==> config.mk <==
export PLATFORM = sky130hd
export DESIGN_NAME = ws2801_driver
export DESIGN_NICKNAME = d
export VERILOG_FILES = /design/src/rtl/ws2801_driver.sv
export SDC_FILE = /design/constraint.sdc
export NUM_CORES = 1
export LEC_CHECK = 0
export ABC_AREA = 1
export CORE_ASPECT_RATIO = 0.5
export CORE_MARGIN = 5
export CORE_UTILIZATION = 50
export CTS_BUF_LIST = sky130_fd_sc_hd__clkbuf_2
export DETAILED_ROUTE_END_ITERATION = 7
export GPL_ROUTABILITY_DRIVEN = 0
export GPL_TIMING_DRIVEN = 0
export PLACE_DENSITY = 0.8
export RECOVER_POWER = 25
export SETUP_SLACK_MARGIN = 0.2
export SYNTH_ARGS = -nofsm -noshare
export SYNTH_HDL_FRONTEND = slang
export SYNTH_SLANG_ARGS = --single-unit
==> constraint.sdc <==
create_clock -name clk -period 2.2 [get_ports clk]
set_input_delay 0.44 -clock clk [delete_from_list [all_inputs] [get_ports clk]]
set_output_delay 0.44 -clock clk [all_outputs]
set_load 0.02 [all_outputs]
==> src/rtl/ws2801_driver.sv <==
// WS2801 frame serializer: fetches NUM_LEDS RGB words from a synchronous
// colour buffer, shifts each out MSB-first on sdo/cko, then holds cko low
// long enough for the whole chain to latch.
module ws2801_driver #(
  parameter int NUM_LEDS     = 12,
  parameter int CLK_DIV      = 25,
  parameter int LATCH_CYCLES = 30000,
  parameter int AW           = (NUM_LEDS > 1) ? $clog2(NUM_LEDS) : 1
) (
  input  logic          clk,
  input  logic          rst,
  input  logic          start,
  output logic          busy,
  output logic          done,
  output logic          rd_en,
  output logic [AW-1:0] rd_addr,
  input  logic [23:0]   rd_data,
  output logic          sdo,
  output logic          cko
);

  localparam int DW = (CLK_DIV > 1) ? $clog2(CLK_DIV) : 1;
  localparam int LW = $clog2(LATCH_CYCLES + 1);

  localparam logic [AW-1:0] LAST_IDX   = AW'(NUM_LEDS - 1);
  localparam logic [DW-1:0] DIV_LAST   = DW'(CLK_DIV - 1);
  localparam logic [LW-1:0] LATCH_LAST = LW'(LATCH_CYCLES - 1);

  typedef enum logic [2:0] {
    S_INIT, S_IDLE, S_FETCH, S_LOAD, S_SHIFT, S_LATCH
  } state_t;

  state_t          state, state_n;
  logic [DW-1:0]   div_cnt, div_n;
  logic [4:0]      bit_cnt, bit_n;
  logic [LW-1:0]   latch_cnt, latch_n;
  logic [AW-1:0]   idx_n;
  logic [23:0]     shreg, shreg_n;
  logic            busy_n, done_n, rd_en_n, cko_n;

  // sdo is the shift register MSB; the register is cleared whenever the
  // serial data must idle low, and 24 shifts per LED leave it empty.
  assign sdo = shreg[23];

  // State, counters and registered outputs.
  always_ff @(posedge clk or posedge rst) begin
    if (rst) begin
      state     <= S_INIT;
      div_cnt   <= '0;
      bit_cnt   <= '0;
      latch_cnt <= '0;
      rd_addr   <= '0;
      shreg     <= '0;
      busy      <= 1'b1;
      done      <= 1'b0;
      rd_en     <= 1'b0;
      cko       <= 1'b0;
    end else begin
      state     <= state_n;
      div_cnt   <= div_n;
      bit_cnt   <= bit_n;
      latch_cnt <= latch_n;
      rd_addr   <= idx_n;
      shreg     <= shreg_n;
      busy      <= busy_n;
      done      <= done_n;
      rd_en     <= rd_en_n;
      cko       <= cko_n;
    end
  end

  // Next-state and next-output values; outputs are the registered copies.
  always_comb begin
    state_n = state;
    div_n   = div_cnt;
    bit_n   = bit_cnt;
    latch_n = latch_cnt;
    idx_n   = rd_addr;
    shreg_n = shreg;
    busy_n  = busy;
    done_n  = 1'b0;
    rd_en_n = 1'b0;
    cko_n   = cko;
    case (state)
      S_INIT, S_LATCH: begin
        cko_n   = 1'b0;
        shreg_n = '0;
        if (latch_cnt == LATCH_LAST) begin
          state_n = S_IDLE;
          latch_n = '0;
          busy_n  = 1'b0;
          done_n  = (state == S_LATCH);
        end else begin
          latch_n = latch_cnt + LW'(1);
        end
      end
      S_IDLE: begin
        busy_n = 1'b0;
        if (start) begin
          state_n = S_FETCH;
          idx_n   = '0;
          rd_en_n = 1'b1;
          busy_n  = 1'b1;
        end
      end
      S_FETCH: begin
        state_n = S_LOAD;
      end
      S_LOAD: begin
        shreg_n = rd_data;
        bit_n   = 5'd23;
        div_n   = '0;
        cko_n   = 1'b0;
        state_n = S_SHIFT;
      end
      S_SHIFT: begin
        if (div_cnt == DIV_LAST) begin
          div_n = '0;
          if (!cko) begin
            cko_n = 1'b1;
          end else begin
            // End of a bit's high phase: the next bit appears while cko is low.
            cko_n   = 1'b0;
            shreg_n = {shreg[22:0], 1'b0};
            if (bit_cnt == 5'd0) begin
              if (rd_addr == LAST_IDX) begin
                state_n = S_LATCH;
                latch_n = '0;
              end else begin
                idx_n   = rd_addr + AW'(1);
                rd_en_n = 1'b1;
                state_n = S_FETCH;
              end
            end else begin
              bit_n = bit_cnt - 5'd1;
            end
          end
        end else begin
          div_n = div_cnt + DW'(1);
        end
      end
      default: state_n = S_INIT;
    endcase
  end

endmodule

==> impl_metrics.tcl <==
set metrics [dict create \
    critPathKind "register to output pin" \
    synth_top_cell_area_share_pct 41.1 \
    coreArea_um2 6830 \
    die_w_um 130 \
    yosysTopAreaCell "dfrtp_1" \
    h-tree-depth 3 \
    cts_root_buf "clkbuf_2" \
    rsz0062_at_grt "false" \
    viasPerCell 5.01 \
    dieHeight_um 70.0 \
    area_delta_synth_final_pct 15.9 \
    crit_end "rd_en" \
    fin_skew_ns 0.0280 \
    grt_pass1_vias 2947 \
    p_leak_nw 2.01 \
    clk-insertion-delay-late_ns 0.52 \
    slowest_delay_ns 0.59 \
    r2r_cells 10 \
    grt_use_total_pct 17.6 \
    worstMarginPinSlew_ns 0.973 \
    drt_wl_total_um 7280 \
    p_per_area_nw_per_um2 438 \
    maxSlewViolCount 0 \
    r2r_start "latch_cnt[0]" \
    finalSetupTns_ns 0 \
    syn_inst 468 \
    syn_nets 500 \
    cp-startpoint "rd_en" \
    antenna_found_initial 0 \
    worst-path-buf-inv 1 \
    dieArea_um2 9090 \
    maxCapViolations 0 \
    finalCritPeriodShare_pct 85.6 \
    slew_headroom_pct 35.1 \
    ys_seq_area_share_pct 41.8 \
    drc 0 \
    dp_worst_setup_slack_ns 0.446 \
    num_vias 3061 \
    synthTopCellsByArea "dfrtp_1 41%, nand2_1 12%, inv_1 8.4%" \
    synth-seq-cells 60 \
    startpoint_type "register" \
    syn_area_um2 3590 \
    max_clock_freq_mhz 531 \
    ir_drop_mv 0.313 \
    synth_cell_type_count 33 \
    crit_slowest_cell "clkdlybuf4s50_1" \
    end_kind "output pin" \
    drtIter0Drc 203 \
    cp.depth 1 \
    period_minus_slack_ns 1.88 \
    grt_max_degree 37 \
    outcome "finished clean" \
    nets 547 \
    setup_violations 0 \
    placed_area_um2 4080 \
    clockBufferDepth 2 \
    crit_fanout 1 \
    fin_area_um2 4170 \
    yosys_warnings 0 \
    numCtsBuffers 9 \
    required_ns 1.76 \
    finalHoldViolCount 0 \
    hold_path_class "primary input to register" \
    dr.pass1.iters 4 \
    regToRegEndpoint "latch_cnt[10]" \
    start_util_pct 52.6 \
    ant_nets 0 \
    hpwl_um 5330 \
    rows 21 \
    io_buffers 35 \
    diodes 0 \
    post-cts-setup-buffer-count 0 \
    setup_slack_ns 0.316 \
    crit_arrival_ns 1.44 \
    cts_num_sinks 60 \
    ioPinCount 36 \
    grt_pass1_wl_um 12900 \
    grt.overflow.total 0 \
    path_clk_slew_ns 0.16 \
    r2r_slack_ns 0.41 \
    path_delay_family "buffers and inverters" \
    wl_per_cell_um 11.9 \
    drive_above_1_share_pct 14.6 \
    tritoncts "built" \
    crit_chain "clkdlybuf4s50_1" \
    avgSynthCellArea_um2 7.68 \
]
[Yosys cell counts (all sizes together)]
| cell | n |
|---|---|
| nand3 | 46 |
| a21oi | 1 |
| o21bai | 1 |
| o22ai | 25 |
| nand4 | 4 |
| xor2 | 8 |
| nand2 | 122 |
| inv | 86 |
| xnor2 | 1 |
| and3 | 1 |
| nor2 | 38 |
| ha | 5 |
| clkbuf | 3 |
| buf | 12 |
| nand3b | 3 |
| o21ai | 49 |
| nor3 | 3 |
| dfstp | 1 |
| dfrtp | 59 |
[stage by stage]
step           power, W  instances  utilization (%)  hold slack [ns]
2_1_floorplan   0.00115        468                -            0.464
3_3_place_gp    0.00120        595             59.4            0.474
3_5_place_dp    0.00121        596             59.7            0.481
4_1_cts         0.00185        611             61.0            0.237
5_1_grt         0.00192        611             61.0            0.427
6_report        0.00183        611             61.0            0.459
[cell type report]
type	count	area, µm²
sequential	60	1500
timing repair buffer	36	362
tap	92	115
clock inverter	4	41.3
inverter	86	325
buffer	15	131
clock buffer	11	55.1
multi-input combinational	307	1640
fill	630	2660
[tightest hold or removal path: stages]
cell	delay [ns]
clkdlybuf4s50_1	0.39
inv_1	0.05
o22ai_1	0.07
[metal layers]
layer | track usage, % | vias up | wire, µm
met4 | 5.18 | 0 | 72
met2 | 27.8 | 74 | 3310
li1 | - | 1586 | -
met1 | 22.6 | 1393 | 3470
met5 | 0 | - | 0
met3 | 6.63 | 8 | 426
[cell families after synthesis]
| logic type | Yosys count | share of synthesized area, % |
|---|---|---|
| adders and majority gates | 5 | 1.74 |
| xor gates and xnor gates | 9 | 2.19 |
| and+or+nand+nor | 217 | 27.1 |
| AOI/OAI and AO/OA | 76 | 14.4 |
| buffers and inverters | 101 | 12.7 |
| DFF | 60 | 41.8 |
[report_power, final]
part / internal, W / switching (W)
clock network: 0.000256 / 0.000388
logic: 0.0000462 / 0.0000342
registers: 0.00110 / 0
[registers in the layout (all words and copies together), names as in the netlist]
name,count
div_cnt,5
state,3
rd_addr,4
rd_en,1
cko,1
bit_cnt,5
shreg,24
latch_cnt,15
done,1
busy,1
[worst min-delay path by stage]
stage | end | slack [ns] | from | cells after the start
floorplan | bit_cnt[4] | 0.46 | bit_cnt[4] | 2
global placement | busy | 0.47 | busy | 2
detailed placement | busy | 0.48 | busy | 2
CTS | div_cnt[3] | 0.24 | rst | 2
global route | shreg[0] | 0.43 | rd_data[0] | 3
finish | shreg[0] | 0.46 | rd_data[0] | 3
[cell usage in the layout, fill, tap and decap left out, drive strengths merged]
| master | count |
|---|---|
| nand2 | 122 |
| inv | 86 |
| clkinv | 3 |
| dfstp | 1 |
| nand4 | 4 |
| o21bai | 1 |
| clkbuf | 14 |
| and3 | 1 |
| nor3 | 3 |
| xor2 | 8 |
| nand3 | 46 |
| ha | 5 |
| dlygate4sd2 | 7 |
| o22ai | 25 |
| dlygate4sd3 | 1 |
| dfrtp | 59 |
| nor2 | 38 |
| xnor2 | 1 |
| a21oi | 1 |
| nand3b | 3 |
| clkdlybuf4s50 | 27 |
| buf | 13 |
| bufinv | 1 |
| o21ai | 49 |
[what timing repair did]
| item | 4_1_cts | 5_1_grt |
|---|---|---|
| gates resized for setup | 7 | 0 |
| setup endpoints to repair | 7 | 0 |
| hold endpoints to repair | 0 | 0 |
| hold buffers | 0 | 0 |
Note: power is estimated with default switching activity, not from simulation.
==> variant: new RTL, config.mk and constraints unchanged <==
The 6 states of `state_t` get a Gray code encoding in 3 bits.
--- a/src/rtl/ws2801_driver.sv
+++ b/src/rtl/ws2801_driver.sv
@@ -28,5 +28,5 @@
 
   typedef enum logic [2:0] {
-    S_INIT, S_IDLE, S_FETCH, S_LOAD, S_SHIFT, S_LATCH
+    S_INIT = 3'b000, S_IDLE = 3'b001, S_FETCH = 3'b011, S_LOAD = 3'b010, S_SHIFT = 3'b110, S_LATCH = 3'b111
   } state_t;
 
Check against the original RTL: same outputs for any inputs over 10 cycles, from zero or initial values and one cycle with rst high; not proved beyond that.
==> variant against the original RTL <==
Non-clock buffer count up 3. Worst setup slack worse by 0.017 ns. Area after synthesis down 3.6%. Critical endpoint unchanged. Routed wire length up 1.9%. Final area down 3.2%. Clock power down 12%. Sequential cell count unchanged. Total power down 4.7%.
==> variant: results (changes against the original RTL) <==
* Status: finished, final reports clean (unchanged)
* Via/cell ratio at 5.003 (was 5.010)
* Non-Clock Buffer Area Fraction at 12.13% (was 11.83%)
* First-pass GRT wire length at 12.95 mm (was 12.87 mm)
* Post-Place Cells at 600 (was 596)
* Fillers at 601 (was 630)
* Area of the multi-input gates at 0.001589 sq mm (was 0.001635 sq mm)
* DRT Pass-1 Iters at 5 (was 4)
* Met3 Wirelength at 434 um (was 426 um)
* Area growth syn-to-layout at 16.35% (was 15.94%)
* RR Endpoint: shreg[21] (was latch_cnt[10])
* Post-synth top cells: 127 x nand2_1, 61 x inv_1, 59 x dfrtp_1 (was 112 x nand2_1, 80 x inv_1, 59 x dfrtp_1)
* Synth Area in Compound Gates at 11.12% (was 14.44%)
* Grt met2 use at 31.12% (was 27.84%)
* Clock-cell share at 2.079% (was 2.312%)
* # diodes at 1 (was 0)
* Worst hold start: start (was rd_data[0])
* CP Data Arrival Time at 1.46 ns (was 1.44 ns)
* Leakage at 1.911 nW (was 2.012 nW)
* Multi-input gates at 328 (was 307)
* Vias in the first global route at 2,842 (was 2,947)
* DR iter-0 viols at 225 (was 203)
* Post-synth cell types at 32 (was 33)
* Wire length on met1 at 3.482 mm (was 3.468 mm)
* Largest net degree at the start of global routing at 40 (was 37)
* Flop2flop setup slack at 0.47 ns (was 0.41 ns)
* Synth Area in Adders at 1.805% (was 1.740%)
* Cells on worst reg2reg path at 11 (was 10)
* Post-synthesis xor/xnor area fraction at 2.274% (was 2.193%)
* Nets at 551 (was 547)
* Initial antenna violation count at 1 (was 0)
* Non-clock buffers at 54 (was 51)
* Sequential-to-total area share from yosys stat at 43.36% (was 41.80%)
* Met3 Usage GRT at 6.308% (was 6.626%)
* DR WL/cell at 12.02 um (was 11.91 um)
* Worst Max-Slew Pin Slew at 0.8592 ns (was 0.9728 ns)
* Syn Nets at 504 (was 500)
* Worst Skew at 0.01937 ns (was 0.02799 ns)
* Layout cell share with drive strength beyond 1 at 10.11% (was 14.64%)
## variant: cell types whose count changed after synthesis, sizes merged, moves of 11 or more
cell and delta:
o21ai +18, inv -21, nand3 +13, o22ai -24
nand2 +11
## variant: through the flow
| step | setup slack [ns] | hold slack (ns) | setup TNS [ns] |
|---|---|---|---|
| after floorplan | 0.2770 | 0.4633 | 0 |
| after global placement | -0.8157 | 0.4848 | -48.32 |
| after detailed placement | 0.4347 | 0.4979 | 0 |
| after CTS | 0.2441 | 0.1933 | 0 |
| after global routing | 0.2067 | 0.4374 | 0 |
| final | 0.2986 | 0.4730 | 0 |
## variant: what timing repair did
action / CTS / global route
setup endpoints to repair: 7 / 7
hold buffers: 0 / 0
gates resized for setup: 7 / 3
## variant: power by group
part           total, mW  leakage [nW]  internal (mW)  switching [mW]
clock network      0.565        0.0554          0.149           0.415
logic             0.0722          1.03         0.0434          0.0289
registers           1.10         0.821           1.10               0
